### src/rtl/i2s_sample_fetcher_pkg.sv
// Shared types and constants for the I2S sample fetcher: FSM states, widths,
// the silence value and the little-endian byte selector.
package i2s_pkg;

    localparam int SAMPLE_W = 8;
    localparam int ADDR_W   = 24;
    localparam int MEM_W    = 16;

    localparam logic [SAMPLE_W-1:0] SILENCE = 8'h00;

    typedef enum logic [2:0] {
        IDLE,
        LOOKUP,
        RD_ISSUE,
        RD_WAIT,
        RESPOND
    } fetch_state_t;

    // Byte 0 of the memory word lives at the even byte address.
    function automatic logic [SAMPLE_W-1:0] sel_byte(input logic [MEM_W-1:0] word,
                                                     input logic            odd);
        return odd ? word[15:8] : word[7:0];
    endfunction

endpackage

### src/rtl/i2s_sample_fetcher_sync_2ff.sv
// Two-flop single-bit synchronizer used to bring the sclk-domain request into clk.
module sync_2ff (
    input  logic clk,
    input  logic reset_n,
    input  logic d_i,
    output logic q_o
);

    logic ff1_q;
    logic ff2_q;

    always_ff @(posedge clk) begin
        if (!reset_n) begin
            ff1_q <= 1'b0;
            ff2_q <= 1'b0;
        end else begin
            ff1_q <= d_i;
            ff2_q <= ff1_q;
        end
    end

    assign q_o = ff2_q;

endmodule

### src/rtl/i2s_sample_fetcher.sv
// Fetches 8-bit PCM samples for the I2S transmitter from a 16-bit Avalon-MM memory
// through a one-word cache. Optional read timeout enabled by `define FETCH_TIMEOUT_EN.
module i2s_sample_fetcher
    import i2s_pkg::*;
#(
    parameter logic [ADDR_W-1:0] END_ADDR       = 24'hFFFFFF,
    parameter int                TIMEOUT_CYCLES = 1024
) (
    input  logic                clk,
    input  logic                reset_n,
    input  logic                req,
    input  logic [ADDR_W-1:0]   addr,
    output logic                ack,
    output logic                valid,
    output logic [SAMPLE_W-1:0] sample,
    output logic [ADDR_W-2:0]   avm_address,
    output logic                avm_read,
    input  logic                avm_waitrequest,
    input  logic [MEM_W-1:0]    avm_readdata,
    input  logic                avm_readdatavalid,
    output logic                fetch_err
);

    logic                req_s;
    logic                req_q;
    logic                rise;
    logic                pend_q;
    fetch_state_t        state_q;
    logic [ADDR_W-1:0]   addr_q;
    logic [MEM_W-1:0]    cache_q;
    logic [ADDR_W-2:0]   tag_q;
    logic                cache_vld_q;
    logic                ack_q;
    logic                valid_q;
    logic [SAMPLE_W-1:0] sample_q;
    logic                avm_read_q;
    logic [ADDR_W-2:0]   avm_addr_q;

    sync_2ff u_req_sync (
        .clk     (clk),
        .reset_n (reset_n),
        .d_i     (req),
        .q_o     (req_s)
    );

    assign rise = req_s & ~req_q;

`ifdef FETCH_TIMEOUT_EN
    localparam int TMO_W = $clog2(TIMEOUT_CYCLES + 1);
    logic [TMO_W-1:0] tmo_q;
    logic             err_q;
    logic             tmo_fire;

    // Data arriving on the last allowed cycle still wins over the timeout.
    assign tmo_fire = (tmo_q == TMO_W'(TIMEOUT_CYCLES - 1)) &&
                      ((state_q == RD_ISSUE) || (state_q == RD_WAIT && !avm_readdatavalid));
    assign fetch_err = err_q;
`else
    logic unused_tmo;
    assign unused_tmo = ^TIMEOUT_CYCLES;
    assign fetch_err  = 1'b0;
`endif

    always_ff @(posedge clk) begin
        if (!reset_n) begin
            req_q       <= 1'b0;
            pend_q      <= 1'b0;
            state_q     <= IDLE;
            cache_vld_q <= 1'b0;
            ack_q       <= 1'b0;
            valid_q     <= 1'b0;
            sample_q    <= SILENCE;
            avm_read_q  <= 1'b0;
            avm_addr_q  <= '0;
`ifdef FETCH_TIMEOUT_EN
            tmo_q       <= '0;
            err_q       <= 1'b0;
`endif
        end else begin
            req_q <= req_s;
            case (state_q)
                IDLE: begin
                    if (rise || pend_q) begin
                        addr_q  <= addr;
                        ack_q   <= 1'b1;
                        valid_q <= 1'b0;
                        pend_q  <= 1'b0;
                        state_q <= LOOKUP;
                    end
                end
                LOOKUP: begin
                    if (addr_q >= END_ADDR) begin
                        sample_q <= SILENCE;
                        state_q  <= RESPOND;
                    end else if (cache_vld_q && tag_q == addr_q[ADDR_W-1:1]) begin
                        sample_q <= sel_byte(cache_q, addr_q[0]);
                        state_q  <= RESPOND;
                    end else begin
                        avm_addr_q <= addr_q[ADDR_W-1:1];
                        avm_read_q <= 1'b1;
                        state_q    <= RD_ISSUE;
                    end
                end
                RD_ISSUE: begin
                    if (!avm_waitrequest) begin
                        avm_read_q <= 1'b0;
                        state_q    <= RD_WAIT;
                    end
                end
                RD_WAIT: begin
                    if (avm_readdatavalid) begin
                        cache_q     <= avm_readdata;
                        tag_q       <= addr_q[ADDR_W-1:1];
                        cache_vld_q <= 1'b1;
                        sample_q    <= sel_byte(avm_readdata, addr_q[0]);
                        state_q     <= RESPOND;
                    end
                end
                RESPOND: begin
                    valid_q <= 1'b1;
                    state_q <= IDLE;
                end
                default: state_q <= IDLE;
            endcase
`ifdef FETCH_TIMEOUT_EN
            if (state_q == LOOKUP) begin
                tmo_q <= '0;
            end else if (state_q == RD_ISSUE || state_q == RD_WAIT) begin
                tmo_q <= tmo_q + 1'b1;
            end
            if (tmo_fire) begin
                avm_read_q  <= 1'b0;
                sample_q    <= SILENCE;
                err_q       <= 1'b1;
                cache_vld_q <= 1'b0;
                state_q     <= RESPOND;
            end
`endif
            // Only one request can wait behind the current one; extra edges are lost.
            if (rise && state_q != IDLE) begin
                pend_q <= 1'b1;
            end
            if (!req_s) begin
                ack_q <= 1'b0;
            end
        end
    end

    assign ack         = ack_q;
    assign valid       = valid_q;
    assign sample      = sample_q;
    assign avm_read    = avm_read_q;
    assign avm_address = avm_addr_q;

endmodule
### config.mk
export PLATFORM = sky130hd
export DESIGN_NAME = i2s_sample_fetcher
export DESIGN_NICKNAME = d
export VERILOG_FILES = /design/src/rtl/i2s_sample_fetcher_pkg.sv /design/src/rtl/i2s_sample_fetcher_sync_2ff.sv /design/src/rtl/i2s_sample_fetcher.sv
export SDC_FILE = /design/constraint.sdc
export NUM_CORES = 1
export LEC_CHECK = 0
export ABC_AREA = 1
export CAP_MARGIN = 5
export CORE_MARGIN = 4
export CORE_UTILIZATION = 45
export DETAILED_ROUTE_END_ITERATION = 12
export PLACE_DENSITY_LB_ADDON = 0.3
export SLEW_MARGIN = 25
export SYNTH_ARGS = -nofsm -noshare
export SYNTH_HDL_FRONTEND = slang
export SYNTH_SLANG_ARGS = --single-unit
### constraint.sdc
create_clock -name clk -period 9.75 [get_ports clk]
set_clock_uncertainty 0.1 [all_clocks]
set_input_delay 2.925 -clock clk [delete_from_list [all_inputs] [get_ports clk]]
set_output_delay 2.925 -clock clk [all_outputs]
set_load 0.05 [all_outputs]
==> key figures <==
Synthesis
  • Combined area of all synthesized cells: 4710 sq um
  • Flip-flop and latch count after synthesis: roughly 110
  • Synth Area in XOR/XNOR: 0
  • Syn Nets: approximately 570
  • Combinational family with the most area after synthesis: simple AND/OR/NAND/NOR gates
  • Post-synthesis async set-or-reset flop share: 0
  • Cells after synthesis: around 520
  • Yosys warning total: 0
  • Post-synth top flop: sky130_fd_sc_hd__edfxtp_1
  • Most area-consuming cells after synthesis: sky130_fd_sc_hd__edfxtp_1 40%, sky130_fd_sc_hd__dfxtp_1 18%, sky130_fd_sc_hd__nand2_1 10%, sky130_fd_sc_hd__nor2_1 9.0%, sky130_fd_sc_hd__inv_1 4.2%
  • Synth Area per Inst: about 9 sq um
  • Proportion of netlist area held by the largest area contributor: 0.401
  • Post-synthesis compound-gate area fraction: 0.0563
  • Area share of fa/ha/maj cells after synthesis: 0
  • Post-synthesis mux area share: 0.0340
  • Synth cell types: 32
  • Most frequently used cell type in the post-synthesis netlist: sky130_fd_sc_hd__nand2_1
  • Synthesized-area fraction occupied by and/or/nand/nor cells: 0.253
  • Synth area leader: sky130_fd_sc_hd__edfxtp_1
  • Count of flip-flops with a built-in enable after synthesis: between 60 and 70
  • Fraction of the yosys area taken by sequential cells: 0.580
  • Synth cell count leaders: 131 x sky130_fd_sc_hd__nand2_1, 113 x sky130_fd_sc_hd__nor2_1, 63 x sky130_fd_sc_hd__edfxtp_1

Critical path
  • Levels on crit path: 5
  • List of cells traversed by the critical path: clkdlybuf4s50_1 > buf_4 > clkinv_1 > nor2_4 > buf_16
  • Critical Path Source: reset_n
  • Delay of the slowest cell on the worst path: 540 ps
  • Setup slack on the worst flop-to-flop path: 7250 ps
  • Maximum fanout count along the critical path: 36
  • Start-to-end type of the worst setup path: in -> reg
  • Number of buffer and inverter instances along the worst setup path: 4
  • Crit path capture: tag_q[8]
  • Worst Path Required: roughly 9700 ps
  • Top cell family by delay on the critical path: buffers and inverters
  • Crit. End Element: flop
  • Kind of start point of the critical path: primary input
  • Slowest cell on crit path: sky130_fd_sc_hd__nor2_4
  • Reg-to-reg startpoint: addr_q[0]
  • Worst reg-to-reg path cell count: 11
  • Capturing point of the worst reg2reg path: avm_address[20]
  • Arrival time reported for the critical path endpoint: roughly 4900 ps

Layout
  • Post-layout util: 0.561
  • Final cell area excluding filler cells: slightly below 6000 sq um
  • Share of final-layout standard cells stronger than drive strength 1: 0.0825
  • Post-synthesis to final-layout area growth: 22.3%
  • # nets final: ~650
  • Diode insertion count for antenna repair: 0

Floorplan
  • Die width: 110 um
  • Core area: 10300 sq um
  • Die outline height: ~110 um
  • # rows: 37
  • Area enclosed by the die boundary: roughly 12000 sq um
  • IO Count: 80
  • Starting utilization of the core area: 0.459

GRT
  • Wire length of the first global-routing pass: 16.3 mm
  • Number of global-route vias before repair: 3509
  • Total GRT Usage: 0.177
  • Pin count of the biggest net entering global routing: 43
  • Number of antenna violations at the first check in global routing: 0
  • Overflow left after global routing: 0

Pwr
  • Power density over the cells: 216 nW/um^2
  • Overall Power: ~1.2 mW
  • Peak ir drop on the vdd network: about 0.17 mV
  • Leak: between 2 and 2.5 nW

Timing
  • Final min period: about 4900 ps
  • Highest clock rate: roughly 200 MHz
  • Final Max Slew Viols: 0
  • Unrepaired setup endpoints after global routing: no
  • Transition time at the pin with the least slew margin: 925 ps
  • Setup-failing EPs final: 0
  • Fin crit share: 0.505
  • Aggregate negative setup slack: 0 ps
  • Final Hold Violating Endpoints: 0
  • Max-slew headroom: 0.383
  • Slack of the critical path: slightly below 5000 ps

Routing
  • Number of DRC markers after the initial detailed-route iteration: about 180
  • Post-detailed-route via-to-cell ratio: around 4.7
  • DRC Markers: 0
  • Routed WL: 10.1 mm
  • Routed wire length per instance: approximately 14 um
  • Antenna violation net count after detailed routing: 0
  • First-pass iteration count of the detailed router: 4
  • Number of vias in the routed layout: 3513

Clocking
  • Post-CTS Setup Bufs: 0
  • Number of clock sinks seen by CTS: approximately 110
  • Number of buffers added by the clock tree synthesis step: 9
  • Count of hold buffers inserted by post-cts repair: 0
  • Clk Tree Root Cell: sky130_fd_sc_hd__clkbuf_8
  • Max Root-Sink Buffers: 2
  • Clock-pin slew reported for the worst setup and hold paths after clock tree synthesis: about 90 ps
  • Level count of the clock H-tree: 3
  • Clock Latency Late Sink: 370 ps
  • TritonCTS clock tree: done
  • Cts repair resizes: 0

Placed design
  • DPL Wire Length: between 7 and 8 mm
  • RePlAce Congestion: 0.878
  • Number of buffers inserted by port buffering: 78
  • Pre-CTS setup slack: around 4100 ps
  • Placed instance area: ~5600 sq um

Min path
  • Number of cells on the worst hold path: 2
  • Class of the worst hold path: reg -> reg

Outcome
  • Result of the run: complete, no violations

Job
  • Number of maximum-capacitance constraint violations: 0
-- worst reg2reg max path: stages (launching register included) --
cell                       delay [ps]
sky130_fd_sc_hd__edfxtp_1         970
sky130_fd_sc_hd__nand2_1          160
sky130_fd_sc_hd__nor2_2           120
sky130_fd_sc_hd__nand2_2           80
sky130_fd_sc_hd__nor2_4           100
sky130_fd_sc_hd__nand2_4          110
sky130_fd_sc_hd__nand2_2          110
sky130_fd_sc_hd__nor2_4            50
sky130_fd_sc_hd__nand2_8          240
sky130_fd_sc_hd__inv_4            200
sky130_fd_sc_hd__nor2_1           120
sky130_fd_sc_hd__nor2_1            50
-- power breakdown --
| part | leakage (nW) | internal, mW | switching (mW) |
|---|---|---|---|
| Sequential | 0.912 | 0.526 | 0.0376 |
| Combinational | 1.42 | 0.149 | 0.289 |
| Clock | 0.0938 | 0.0998 | 0.143 |
-- how the worst min path moves through the flow --
stage,from,to
global placement,u_req_sync.ff1_q,u_req_sync.q_o
floorplan,u_req_sync.ff1_q,u_req_sync.q_o
detailed placement,u_req_sync.ff1_q,u_req_sync.q_o
finish,u_req_sync.ff1_q,u_req_sync.q_o
global route,u_req_sync.ff1_q,u_req_sync.q_o
CTS,u_req_sync.ff1_q,u_req_sync.q_o
-- routing by layer --
layer / vias up / global-route usage / routed length [um]
li1: 1821 / - / -
met4: 0 / 0.0563 / 141
met3: 13 / 0.0419 / 533
met1: 1596 / 0.210 / 4290
met2: 83 / 0.315 / 5090
met5: - / 0 / 0
-- placed cells by master (no fill, tap or decap), types with 2 or more instances in the layout --
master / Yosys / routed
sky130_fd_sc_hd__nand2_1: 131 / 131
sky130_fd_sc_hd__nor2_1: 113 / 111
sky130_fd_sc_hd__clkdlybuf4s50_1: 0 / 78
sky130_fd_sc_hd__edfxtp_1: 63 / 63
sky130_fd_sc_hd__inv_1: 53 / 53
sky130_fd_sc_hd__dfxtp_1: 42 / 42
sky130_fd_sc_hd__o21ai_1: 23 / 23
sky130_fd_sc_hd__mux2i_1: 16 / 16
sky130_fd_sc_hd__a21oi_1: 13 / 13
sky130_fd_sc_hd__nand3_1: 12 / 12
sky130_fd_sc_hd__clkbuf_8: 0 / 10
sky130_fd_sc_hd__a21oi_2: 8 / 8
sky130_fd_sc_hd__nor3_1: 5 / 5
sky130_fd_sc_hd__nor2_4: 3 / 5
sky130_fd_sc_hd__inv_2: 5 / 5
sky130_fd_sc_hd__o21ai_0: 3 / 3
sky130_fd_sc_hd__nand4_1: 3 / 3
sky130_fd_sc_hd__nand2_2: 3 / 3
sky130_fd_sc_hd__clkinv_2: 0 / 3
sky130_fd_sc_hd__nor2_8: 2 / 2
sky130_fd_sc_hd__nor2_2: 2 / 2
sky130_fd_sc_hd__nand3_2: 2 / 2
sky130_fd_sc_hd__inv_4: 1 / 2
sky130_fd_sc_hd__inv_6: 1 / 2
-- layout make-up --
cell class	count	area, sq um
inverters	61	236
repair buffers	80	816
fillers	948	4510
multi-input cells	344	1640
flip-flops and latches	105	2730
well taps	136	170
clock buffers	11	141
clock inverters	5	30.0
-- stage by stage --
stage,hold WS [ps],std cells
floorplan,290,524
global placement,298,725
detailed placement,303,725
CTS,327,741
global route,353,742
finish,321,742
-- sequential cells by signal, summed over array words and instances (netlist names), 3 cells and up --
register     count
state_q          3
addr_q          24
tag_q           23
avm_address     23
sample           8
cache_q         16
-- logic make-up after synthesis --
kind of cell,count (synthesis)
flip-flops,105
multiplexers,16
AND/OR/NAND/NOR,280
other,1
buffers and inverters,75
AO/OA/AOI/OAI,47
Power figures use the tool's default switching activity.
